**config.mk**
```make
export PLATFORM = sky130hd
export DESIGN_NAME = multicycle_main_control
export DESIGN_NICKNAME = d
export VERILOG_FILES = /design/src/rtl/mips_ctrl_defs.sv /design/src/rtl/mem_wait_timer.sv /design/src/rtl/multicycle_main_control.sv
export SDC_FILE = /design/constraint.sdc
export NUM_CORES = 1
export LEC_CHECK = 0
export ABC_AREA = 1
export CAP_MARGIN = 20
export CORE_UTILIZATION = 43
export CTS_CLUSTER_DIAMETER = 50
export DETAILED_ROUTE_END_ITERATION = 16
export PLACE_DENSITY = 0.8
export SLEW_MARGIN = 0
export SYNTH_ARGS = -nofsm -noshare
export SYNTH_HDL_FRONTEND = slang
export SYNTH_HIERARCHICAL = 1
export SYNTH_SLANG_ARGS = --single-unit
```
**constraint.sdc**
```tcl
create_clock -name clk -period 2.1 [get_ports clk]
set_clock_uncertainty 0.05 [all_clocks]
set_input_delay 0.21 -clock clk [delete_from_list [all_inputs] [get_ports clk]]
set_output_delay 0.21 -clock clk [all_outputs]
set_load 0.03 [all_outputs]
```
**src/rtl/mips_ctrl_defs.sv**
```systemverilog
// mips_ctrl_defs: shared opcodes, datapath select encodings, state encoding and control bundle
package mips_ctrl_defs;
  localparam logic [3:0] OP_RTYPE = 4'b0000;
  localparam logic [3:0] OP_ADDI  = 4'b0001;
  localparam logic [3:0] OP_LW    = 4'b0010;
  localparam logic [3:0] OP_SW    = 4'b0011;
  localparam logic [3:0] OP_BEQ   = 4'b0100;
  localparam logic [3:0] OP_JMP   = 4'b0101;
  localparam logic [3:0] OP_HALT  = 4'b1111;
  localparam logic [1:0] ALU_ADD   = 2'b00;
  localparam logic [1:0] ALU_SUB   = 2'b01;
  localparam logic [1:0] ALU_FUNCT = 2'b10;
  localparam logic [1:0] PC_ALU    = 2'b00;
  localparam logic [1:0] PC_ALUOUT = 2'b01;
  localparam logic [1:0] PC_JUMP   = 2'b10;
  localparam logic [1:0] SRCB_REG   = 2'b00;
  localparam logic [1:0] SRCB_ONE   = 2'b01;
  localparam logic [1:0] SRCB_SEXT  = 2'b10;
  localparam logic [1:0] SRCB_SHIFT = 2'b11;
  typedef enum logic [3:0] {
    S_FETCH  = 4'd0,
    S_DECODE = 4'd1,
    S_EXEC_R = 4'd2,
    S_WB_R   = 4'd3,
    S_ADDR   = 4'd4,
    S_WB_I   = 4'd5,
    S_MEM_RD = 4'd6,
    S_WB_MEM = 4'd7,
    S_MEM_WR = 4'd8,
    S_BRANCH = 4'd9,
    S_JUMP   = 4'd10,
    S_HALT   = 4'd11
  } state_t;
  typedef struct packed {
    logic       mem_req;
    logic       mem_we;
    logic       iord;
    logic       ir_write;
    logic       pc_write;
    logic       pc_write_cond;
    logic [1:0] pc_src;
    logic       alu_src_a;
    logic [1:0] alu_src_b;
    logic [1:0] aluopt;
    logic       reg_write;
    logic       reg_dst;
    logic       mem_to_reg;
  } ctrl_t;
endpackage

```
**src/rtl/mem_wait_timer.sv**
```systemverilog
// mem_wait_timer: counts stalled memory cycles within one state and flags when the wait limit is hit
module mem_wait_timer #(
  parameter int MEM_TIMEOUT = 15
) (
  input  logic clk,
  input  logic rst_n,
  input  logic i_start,
  input  logic i_busy,
  input  logic i_ready,
  output logic o_expired
);
  localparam int CW = (MEM_TIMEOUT < 2) ? 1 : $clog2(MEM_TIMEOUT);
  localparam logic [CW-1:0] LIM = CW'(MEM_TIMEOUT - 1);
  logic [CW-1:0] r_cnt;
  // restart on every state change, otherwise count cycles the access is still pending
  always_ff @(posedge clk or negedge rst_n)
    if (!rst_n) r_cnt <= '0;
    else if (i_start) r_cnt <= '0;
    else if (i_busy && !i_ready && MEM_TIMEOUT != 0) r_cnt <= r_cnt + 1'b1;
  // a ready arriving on the limit cycle completes the access instead of expiring
  assign o_expired = (MEM_TIMEOUT != 0) && i_busy && !i_ready && (r_cnt == LIM);
endmodule

```
**src/rtl/multicycle_main_control.sv**
```systemverilog
// multicycle_main_control: multi-cycle main control FSM sharing one ALU and one memory port per instruction
import mips_ctrl_defs::*;
module multicycle_main_control #(
  parameter int OPC_W       = 4,
  parameter int MEM_TIMEOUT = 15
) (
  input  logic             clk,
  input  logic             rst_n,
  input  logic [OPC_W-1:0] opcode,
  input  logic             zero,
  input  logic             mem_ready,
  output logic             mem_req,
  output logic             mem_we,
  output logic             iord,
  output logic             ir_write,
  output logic             pc_write,
  output logic             pc_write_cond,
  output logic [1:0]       pc_src,
  output logic             alu_src_a,
  output logic [1:0]       alu_src_b,
  output logic [1:0]       ALUopt,
  output logic             reg_write,
  output logic             reg_dst,
  output logic             mem_to_reg,
  output logic             halted,
  output logic             fault
);
  state_t r_state, w_next;
  ctrl_t  w_ctrl, w_out;
  logic   r_halted, r_fault, w_illegal, w_expired, w_busy, w_unused;
  function automatic logic is_op(input logic [OPC_W-1:0] o, input logic [3:0] c);
    return o == OPC_W'(c);
  endfunction
  // zero only qualifies the PC load inside the datapath
  assign w_unused = zero;
  assign w_busy = (r_state == S_FETCH) || (r_state == S_MEM_RD) || (r_state == S_MEM_WR);
  mem_wait_timer #(.MEM_TIMEOUT(MEM_TIMEOUT)) u_timer (
    .clk       (clk),
    .rst_n     (rst_n),
    .i_start   (w_next != r_state),
    .i_busy    (w_busy),
    .i_ready   (mem_ready),
    .o_expired (w_expired)
  );
  // state register
  always_ff @(posedge clk or negedge rst_n)
    if (!rst_n) r_state <= S_FETCH;
    else r_state <= w_next;
  // sticky status: halted on any entry to HALT, fault on illegal opcode or memory timeout
  always_ff @(posedge clk or negedge rst_n)
    if (!rst_n) begin
      r_halted <= 1'b0;
      r_fault  <= 1'b0;
    end else begin
      r_halted <= r_halted | (w_next == S_HALT);
      r_fault  <= r_fault | w_illegal | w_expired;
    end
  // next-state and Moore output decode, with mem_ready gating the fetch completion strobes
  always_comb begin
    w_ctrl = '0;
    w_next = r_state;
    w_illegal = 1'b0;
    case (r_state)
      S_FETCH: begin
        w_ctrl.mem_req = 1'b1;
        w_ctrl.alu_src_b = SRCB_ONE;
        w_ctrl.aluopt = ALU_ADD;
        if (mem_ready) begin
          w_ctrl.ir_write = 1'b1;
          w_ctrl.pc_write = 1'b1;
          w_ctrl.pc_src = PC_ALU;
          w_next = S_DECODE;
        end else if (w_expired) w_next = S_HALT;
      end
      S_DECODE: begin
        w_ctrl.alu_src_b = SRCB_SHIFT;
        w_next = is_op(opcode, OP_RTYPE) ? S_EXEC_R :
                 (is_op(opcode, OP_ADDI) || is_op(opcode, OP_LW) || is_op(opcode, OP_SW)) ? S_ADDR :
                 is_op(opcode, OP_BEQ) ? S_BRANCH :
                 is_op(opcode, OP_JMP) ? S_JUMP : S_HALT;
        w_illegal = (w_next == S_HALT) && !is_op(opcode, OP_HALT);
      end
      S_EXEC_R: begin
        w_ctrl.alu_src_a = 1'b1;
        w_ctrl.alu_src_b = SRCB_REG;
        w_ctrl.aluopt = ALU_FUNCT;
        w_next = S_WB_R;
      end
      S_WB_R: begin
        w_ctrl.reg_write = 1'b1;
        w_ctrl.reg_dst = 1'b1;
        w_next = S_FETCH;
      end
      S_ADDR: begin
        w_ctrl.alu_src_a = 1'b1;
        w_ctrl.alu_src_b = SRCB_SEXT;
        w_next = is_op(opcode, OP_LW) ? S_MEM_RD : is_op(opcode, OP_SW) ? S_MEM_WR : S_WB_I;
      end
      S_WB_I: begin
        w_ctrl.reg_write = 1'b1;
        w_next = S_FETCH;
      end
      S_MEM_RD: begin
        w_ctrl.mem_req = 1'b1;
        w_ctrl.iord = 1'b1;
        w_next = mem_ready ? S_WB_MEM : w_expired ? S_HALT : S_MEM_RD;
      end
      S_WB_MEM: begin
        w_ctrl.reg_write = 1'b1;
        w_ctrl.mem_to_reg = 1'b1;
        w_next = S_FETCH;
      end
      S_MEM_WR: begin
        w_ctrl.mem_req = 1'b1;
        w_ctrl.mem_we = 1'b1;
        w_ctrl.iord = 1'b1;
        w_next = mem_ready ? S_FETCH : w_expired ? S_HALT : S_MEM_WR;
      end
      S_BRANCH: begin
        w_ctrl.alu_src_a = 1'b1;
        w_ctrl.alu_src_b = SRCB_REG;
        w_ctrl.aluopt = ALU_SUB;
        w_ctrl.pc_write_cond = 1'b1;
        w_ctrl.pc_src = PC_ALUOUT;
        w_next = S_FETCH;
      end
      S_JUMP: begin
        w_ctrl.pc_write = 1'b1;
        w_ctrl.pc_src = PC_JUMP;
        w_next = S_FETCH;
      end
      S_HALT: w_next = S_HALT;
      default: w_next = S_FETCH;
    endcase
  end
  // every control output is forced low while reset is held, abandoning any access in flight
  assign w_out = rst_n ? w_ctrl : '0;
  assign mem_req       = w_out.mem_req;
  assign mem_we        = w_out.mem_we;
  assign iord          = w_out.iord;
  assign ir_write      = w_out.ir_write;
  assign pc_write      = w_out.pc_write;
  assign pc_write_cond = w_out.pc_write_cond;
  assign pc_src        = w_out.pc_src;
  assign alu_src_a     = w_out.alu_src_a;
  assign alu_src_b     = w_out.alu_src_b;
  assign ALUopt        = w_out.aluopt;
  assign reg_write     = w_out.reg_write;
  assign reg_dst       = w_out.reg_dst;
  assign mem_to_reg    = w_out.mem_to_reg;
  assign halted        = r_halted;
  assign fault         = r_fault;
endmodule

```
Yosys cells after proc, flatten, opt, wreduce, memory -nomap -nowiden
Index checks and enable logic that the tools add are counted.
- reductions and logical operators: 16
- $add $sub $neg: 1
- equality and inequality tests: 21
- $lt $le $gt $ge: 0
- bitwise operators: 3
- multiply operators: 0
- muxes and demuxes: 31
- divide/modulo/power cells: 0
- shift-type cells: 0
- operators by type and width (kind ; number):
    $mux W4 ; 11
    $eq A4 B4 Y1 const B ; 8
    $pmux W4 S7 ; 1
    $eq A4 B3 Y1 const B ; 6
    $eq A4 B2 Y1 const B ; 4
    $mux W16 ; 1
    $mux W1 ; 11
    $reduce_or A3 Y1 ; 3
    $eq A4 B1 Y1 const B ; 2
    $logic_not A4 Y1 ; 2
    $pmux W2 S2 ; 2
    $mux W2 ; 3
    $pmux W2 S3 ; 1
    $add A4 B1 Y4 const B ; 1
    $logic_or A1 B1 Y1 ; 4
    $ne A4 B4 Y1 ; 1
    $logic_and A1 B1 Y1 ; 3
    $or A1 B1 Y1 ; 3
    $logic_not A1 Y1 ; 2
    $pmux W1 S2 ; 1
    $reduce_bool A2 Y1 ; 1
    $reduce_or A2 Y1 ; 1
- memories kept: 0
- memory bits (read-only): 0
- flip-flop bits (word level): 10
- bits in latches: 0
- word-level logic and storage cells: 76
- input bits: 8
- memory bits (writable): 0

Depth between registers and ports, before layout
- depth in word-level cells: 10
- gate-level depth with buffers: 21

Modules after synthesis
The synthesis kept the hierarchy.
- modules (own cells, without submodules) (module ; seq. area each (um^2) ; cells each ; times used ; area an instance (um^2)):
    multicycle_main_control ; 150.1 ; 134 ; 1 ; 733.2
    mem_wait_timer ; 100.1 ; 30 ; 1 ; 236.5

Worst setup path after synthesis
No wires, ideal clock.
- path type: reg2reg
- from: register r_state[0]
- to: register u_timer.r_cnt[1]
- clock period less this slack: 2222 ps
- required time: 1926 ps
- stages on the path, launching flop included: 22
- library setup time: 124 ps
- arrival time: 2049 ps
- path slack: -122 ps
- cell sequence: dfrtp_1 buf_2 inv_1 nand2_1 nor2_1 inv_1 nand3_1 nand2_1 nor2_1 inv_1 nor2_1 nand2_1 nand2_1 nor2_2 nand2_2 nand2_1 nand2_1 nor2_1 nand2_1 inv_1 nand3_1 o31ai_1
- cells in the longest elaborated chain, start to end: 10
- elaborated cells on any way between the ends: 21
- those cells by class: eq/ne (7); mux (8); reduce/logical (6)
- RTL lines (item ; RTL line ; source):
    start, declared ; multicycle_main_control.sv:28 ; state_t r_state, w_next;
    start signal, assigned ; multicycle_main_control.sv:48 ; else r_state <= w_next;
    $eq A4 B3 Y1 or $logic_not A4 Y1 (tied branches) ; multicycle_main_control.sv:36 ; assign w_busy = (r_state == S_FETCH) || (r_state == S_MEM_RD) || (r_state == S_MEM_WR);
    $logic_or A1 B1 Y1 ; multicycle_main_control.sv:36 ;
    $logic_or A1 B1 Y1 (*) ; multicycle_main_control.sv:36 ;
    named net w_busy ; multicycle_main_control.sv:30 ; logic r_halted, r_fault, w_illegal, w_expired, w_busy, w_unused;
    $logic_and A1 B1 Y1 (*) (2 in series) ; mem_wait_timer.sv:21 ; assign o_expired = (MEM_TIMEOUT != 0) && i_busy && !i_ready && (r_cnt == LIM);
    named net w_expired ; multicycle_main_control.sv:30 ;
    $mux W2, or another cell as far along ; multicycle_main_control.sv:117 ; w_next = mem_ready ? S_FETCH : w_expired ? S_HALT : S_MEM_WR;
    $mux W4, on equally long branches ; multicycle_main_control.sv:117, multicycle_main_control.sv:68, multicycle_main_control.sv:106 ;
    $pmux W4 S7 (*) ; multicycle_main_control.sv:63 ; case (r_state)
    named net w_next[0] ; multicycle_main_control.sv:28 ;
    $ne A4 B4 Y1 (*) ; multicycle_main_control.sv:40 ; .i_start (w_next != r_state),
    $mux W4 or $reduce_bool A2 Y1 (tied branches) ; n/a ;
    end signal, assigned ; mem_wait_timer.sv:19 ; else if (i_busy && !i_ready && MEM_TIMEOUT != 0) r_cnt <= r_cnt + 1'b1;
    end, declared ; mem_wait_timer.sv:14 ; logic [CW-1:0] r_cnt;
Mark *: on every way through the listed nets, which the timed path passes. The rest lies on a longest branch.
A chain may end at the register's enable or synchronous reset.

Worst setup path in the final report
- from: register r_state[2]
- to: register u_timer.r_cnt[0]
- cells in the longest elaborated chain, start to end: 10
- elaborated cells on any way between the ends: 21
- those cells by class: eq/ne (7); mux (8); reduce/logical (6)
- RTL lines (item ; RTL line):
    $eq A4 B3 Y1 or $logic_not A4 Y1 (tied branches) ; multicycle_main_control.sv:36
    $logic_or A1 B1 Y1 ; multicycle_main_control.sv:36
    $logic_or A1 B1 Y1 (*) ; multicycle_main_control.sv:36
    named net w_busy ; multicycle_main_control.sv:30
    $logic_and A1 B1 Y1 (*) (2 in series) ; mem_wait_timer.sv:21
    named net w_expired ; multicycle_main_control.sv:30
    $mux W2, or another cell as far along ; multicycle_main_control.sv:117
    $mux W4, on equally long branches ; multicycle_main_control.sv:117, multicycle_main_control.sv:68, multicycle_main_control.sv:106
    $pmux W4 S7 (*) ; multicycle_main_control.sv:63
    $ne A4 B4 Y1 (*) ; multicycle_main_control.sv:40
    $mux W4 or $reduce_bool A2 Y1 (tied branches) ; n/a
Marks and branches as above.

==> Implementation_results.wiki <==
{| class="wikitable"
! Metric !! Value
|-
| Result of the run || complete, but fails checks
|-
| Failing checks || negative setup slack
|-
| Largest buffer count on any clock path || 2
|-
| Total number of vias || 1543
|-
| Global routing usage summed across all routing layers || 0.3208
|-
| Final setup violation count || 5
|-
| Setup Slack @ Placement || -0.2825 ns
|-
| Total count of hold-check failures in the final report || 0
|-
| Final critical delay including setup and external delays || 2.379 ns
|-
| Required time at the worst-slack endpoint || 2.25 ns
|-
| Type of the setup path with the least slack || register to register
|-
| Number of antenna violations at the first check in global routing || 0
|-
| Peak supply drop || 1.087 mV
|-
| Clock tree root driver cell || sky130_fd_sc_hd__clkbuf_4
|-
| Die span in x || 49.49 um
|-
| Site Rows || 16
|-
| Most used flip-flop cell after synthesis || sky130_fd_sc_hd__dfrtp_1
|-
| Least setup slack across all paths after layout || -0.2792 ns
|-
| Number of clock sinks || 10
|-
| Critical path data arrival time || 2.52 ns
|-
| I/O Pins || 26
|-
| Global-route wire length before repair || 6016 um
|-
| Number of remaining DRC errors || 0
|-
| Leading cell type by number of instances after synthesis || sky130_fd_sc_hd__nand2_1
|-
| Global-route track usage on met2 || 0.5959
|-
| Largest net degree at the start of global routing || 14
|-
| Final hold slack || 0.2283 ns
|-
| Post-synthesis sequential element count || 10
|-
| Sequential fraction of the synthesis area || 0.2581
|-
| Combined area of all synthesized cells || 969.7 um2
|-
| DIE AREA || 2449 um2
|-
| Initial standard-cell utilization of the core || 0.4749
|-
| Core Region || 2042 um2
|-
| Worst slew margin relative to its limit || 0.7483
|-
| Met1 Usage GRT || 0.3728
|-
| Met3 global-route usage || 0.03704
|-
| Crit path capture type || register
|-
| Overall routed net length || 4624 um
|-
| Most used routing layer in global routing || met2
|-
| Gpl congestion || 0.9118
|-
| Reported leakage power || 0.0009523 uW
|-
| Estimated wirelength of the detail-placed design || 2440 um
|-
| Violation count after the first detailed-route iteration || 97
|-
| Cell Pwr Density || 1466 nW/um2
|-
| Count of H-tree levels built during CTS || 1
|-
| Final layout net count || 258
|-
| Grt ovf || 0
|-
| Post-DR wirelength/cell || 16.88 um
|-
| Average via count per standard cell || 5.631
|-
| Fin Setup TNS || -1.028 ns
|-
| Largest area contributor in the synthesized netlist || sky130_fd_sc_hd__dfrtp_1
|-
| Cells after Synth || 164
|-
| Max Fanout on Critical Path || 4
|-
| Port Buffers || 24
|-
| Slew @ Worst Pin || 0.3728 ns
|-
| Fraction of the core area covered by cells at the end of the flow || 0.8915
|-
| RSZ-0062 raised after global routing || true
|-
| Area share of the leading cell type in the synthesized netlist || 0.2581
|-
| Vias in the first global route || 1355
|-
| TritonCTS clock tree || done
|-
| Number of synthesized flops with an enable pin || 0
|-
| Share of cells above drive strength 1 || 0.5547
|-
| Most frequent cells after synthesis || sky130_fd_sc_hd__nand2_1, sky130_fd_sc_hd__nor2_1, sky130_fd_sc_hd__inv_1, sky130_fd_sc_hd__nand3_1, sky130_fd_sc_hd__dfrtp_1
|-
| Detail Route Antenna Nets || 0
|-
| Overall power after layout || 2669 uW
|-
| Count of unique library cells instantiated by Yosys || 23
|-
| Top cells by area in the synthesized netlist || sky130_fd_sc_hd__dfrtp_1, sky130_fd_sc_hd__nand2_1, sky130_fd_sc_hd__nor2_1
|-
| Number of pins with negative max-slew slack in the final report || 0
|-
| Kind of start point of the critical path || register
|-
| Inserted Clock Buffers || 3
|-
| Clk_lat worst skew || 0.27 ns
|-
| Clock edge transition at the registers on the reported setup and hold paths || 0.08 ns
|-
| Final period utilization || 1.133
|-
| Die Span Y || 49.49 um
|-
| Share of async-settable or async-resettable flops after synthesis || 1.000
|-
| Mean Syn Cell Area || 5.913 um2
|-
| Max Cap Violations || 0
|-
| First-pass detailed-route iteration total || 5
|-
| Number of inserted diodes || 0
|-
| Worst Hold Class || input pin to async pin
|-
| Maximum frequency from static timing analysis || 420.3 MHz
|-
| Area Overhead vs Synth || 87.74%
|-
| Count of warnings emitted by yosys || 6
|-
| Syn nets || 174
|-
| Reg2Reg Depth || 19
|}
-- flip-flops by register name (all words and copies together) (netlist names) --
| name | cells |
|---|---|
| halted | 1 |
| fault | 1 |
| u_timer/r_cnt | 4 |
| r_state | 4 |
-- routing by layer --
layer,up-vias,wire [um]
met2,126,2134
met5,-,0
met3,30,464
met4,0,267
li1,677,-
met1,710,1758
-- worst paths after layout --
path / startpoint / to / slack, ns
max in group asynchronous: rst_n / r_state[3]$_DFF_PN0_ / 1.58
min in group clk: halted$_DFF_PN0_ / halted$_DFF_PN0_ / 0.42
max: r_state[2]$_DFF_PN0_ / u_timer/r_cnt[0]$_DFFE_PN0P_ / -0.28
max reg2reg: r_state[2]$_DFF_PN0_ / u_timer/r_cnt[0]$_DFFE_PN0P_ / -0.28
min reg2reg: halted$_DFF_PN0_ / halted$_DFF_PN0_ / 0.42
min: rst_n / u_timer/r_cnt[0]$_DFFE_PN0P_ / 0.23
-- through the flow --
| step | cells | area (um2) |
|---|---|---|
| after global placement | 243 | 1433 |
| after floorplan | 164 | 984.7 |
| after global routing | 274 | 1821 |
| after detailed placement | 243 | 1433 |
| after CTS | 264 | 1673 |
| final | 274 | 1821 |
-- placed cells by master, fill, tap and decap left out, types with 2 or more instances in the layout --
master / n
sky130_fd_sc_hd__nor2_1: 22
sky130_fd_sc_hd__dfrtp_1: 9
sky130_fd_sc_hd__buf_4: 69
sky130_fd_sc_hd__nor2_4: 9
sky130_fd_sc_hd__nand2_2: 16
sky130_fd_sc_hd__nand2_4: 2
sky130_fd_sc_hd__buf_6: 4
sky130_fd_sc_hd__nand3_2: 7
sky130_fd_sc_hd__inv_2: 8
sky130_fd_sc_hd__nand3_1: 8
sky130_fd_sc_hd__inv_1: 14
sky130_fd_sc_hd__clkbuf_4: 3
sky130_fd_sc_hd__a21oi_1: 4
sky130_fd_sc_hd__ha_1: 2
sky130_fd_sc_hd__nor2_2: 9
sky130_fd_sc_hd__clkdlybuf4s50_1: 8
sky130_fd_sc_hd__o21ai_2: 2
sky130_fd_sc_hd__nand2_1: 37
sky130_fd_sc_hd__a21oi_2: 2
-- power by group --
group          total (uW)  internal (uW)  switching, uW
clock network         177            105           71.4
logic                2210            994           1210
registers             287            238           48.7
-- cell type report --
| type | instances | area, um2 |
|---|---|---|
| Sequential cell | 10 | 251.5 |
| Timing Repair Buffer | 81 | 643.1 |
| Fill cell | 100 | 221.5 |
| Inverter | 23 | 88.84 |
| Multi-Input combinational cell | 129 | 767.0 |
| Tap cell | 27 | 33.78 |
| Clock buffer | 4 | 36.28 |
-- cell families (layout without fill, tap and decap cells) --
group,Yosys count,in the layout,synth area share
simple gates,113,113,0.5265
buf+inv,25,108,0.09805
compound gates,14,14,0.09162
flops,10,10,0.2581
fa+ha+maj,2,2,0.02580
-- critical path, stage by stage (launching register included) --
cell and delay, ns:
sky130_fd_sc_hd__dfrtp_1 0.40, sky130_fd_sc_hd__inv_2 0.09, sky130_fd_sc_hd__nand2_2 0.08, sky130_fd_sc_hd__nor2_4 0.17, sky130_fd_sc_hd__inv_2 0.08, sky130_fd_sc_hd__nand3_4 0.10, sky130_fd_sc_hd__nand2_4 0.07, sky130_fd_sc_hd__nor2_4 0.16
sky130_fd_sc_hd__inv_2 0.08, sky130_fd_sc_hd__nor2_4 0.12, sky130_fd_sc_hd__nand2_1 0.09, sky130_fd_sc_hd__nand2_2 0.13, sky130_fd_sc_hd__nor2_4 0.06, sky130_fd_sc_hd__nand3_2 0.07, sky130_fd_sc_hd__nand2_2 0.05, sky130_fd_sc_hd__nor2_2 0.12
sky130_fd_sc_hd__nand2_2 0.10, sky130_fd_sc_hd__inv_4 0.09, sky130_fd_sc_hd__nand2_1 0.07, sky130_fd_sc_hd__a21oi_2 0.13
-- timing repair --
item | in CTS | in global routing
setup buffers | 17 | 13
gates resized for setup | 23 | 23
endpoints found under the setup margin | 4 | 5
hold buffers | 0 | 0
pin swaps | 19 | 24
(Power assumes the default switching activity.)
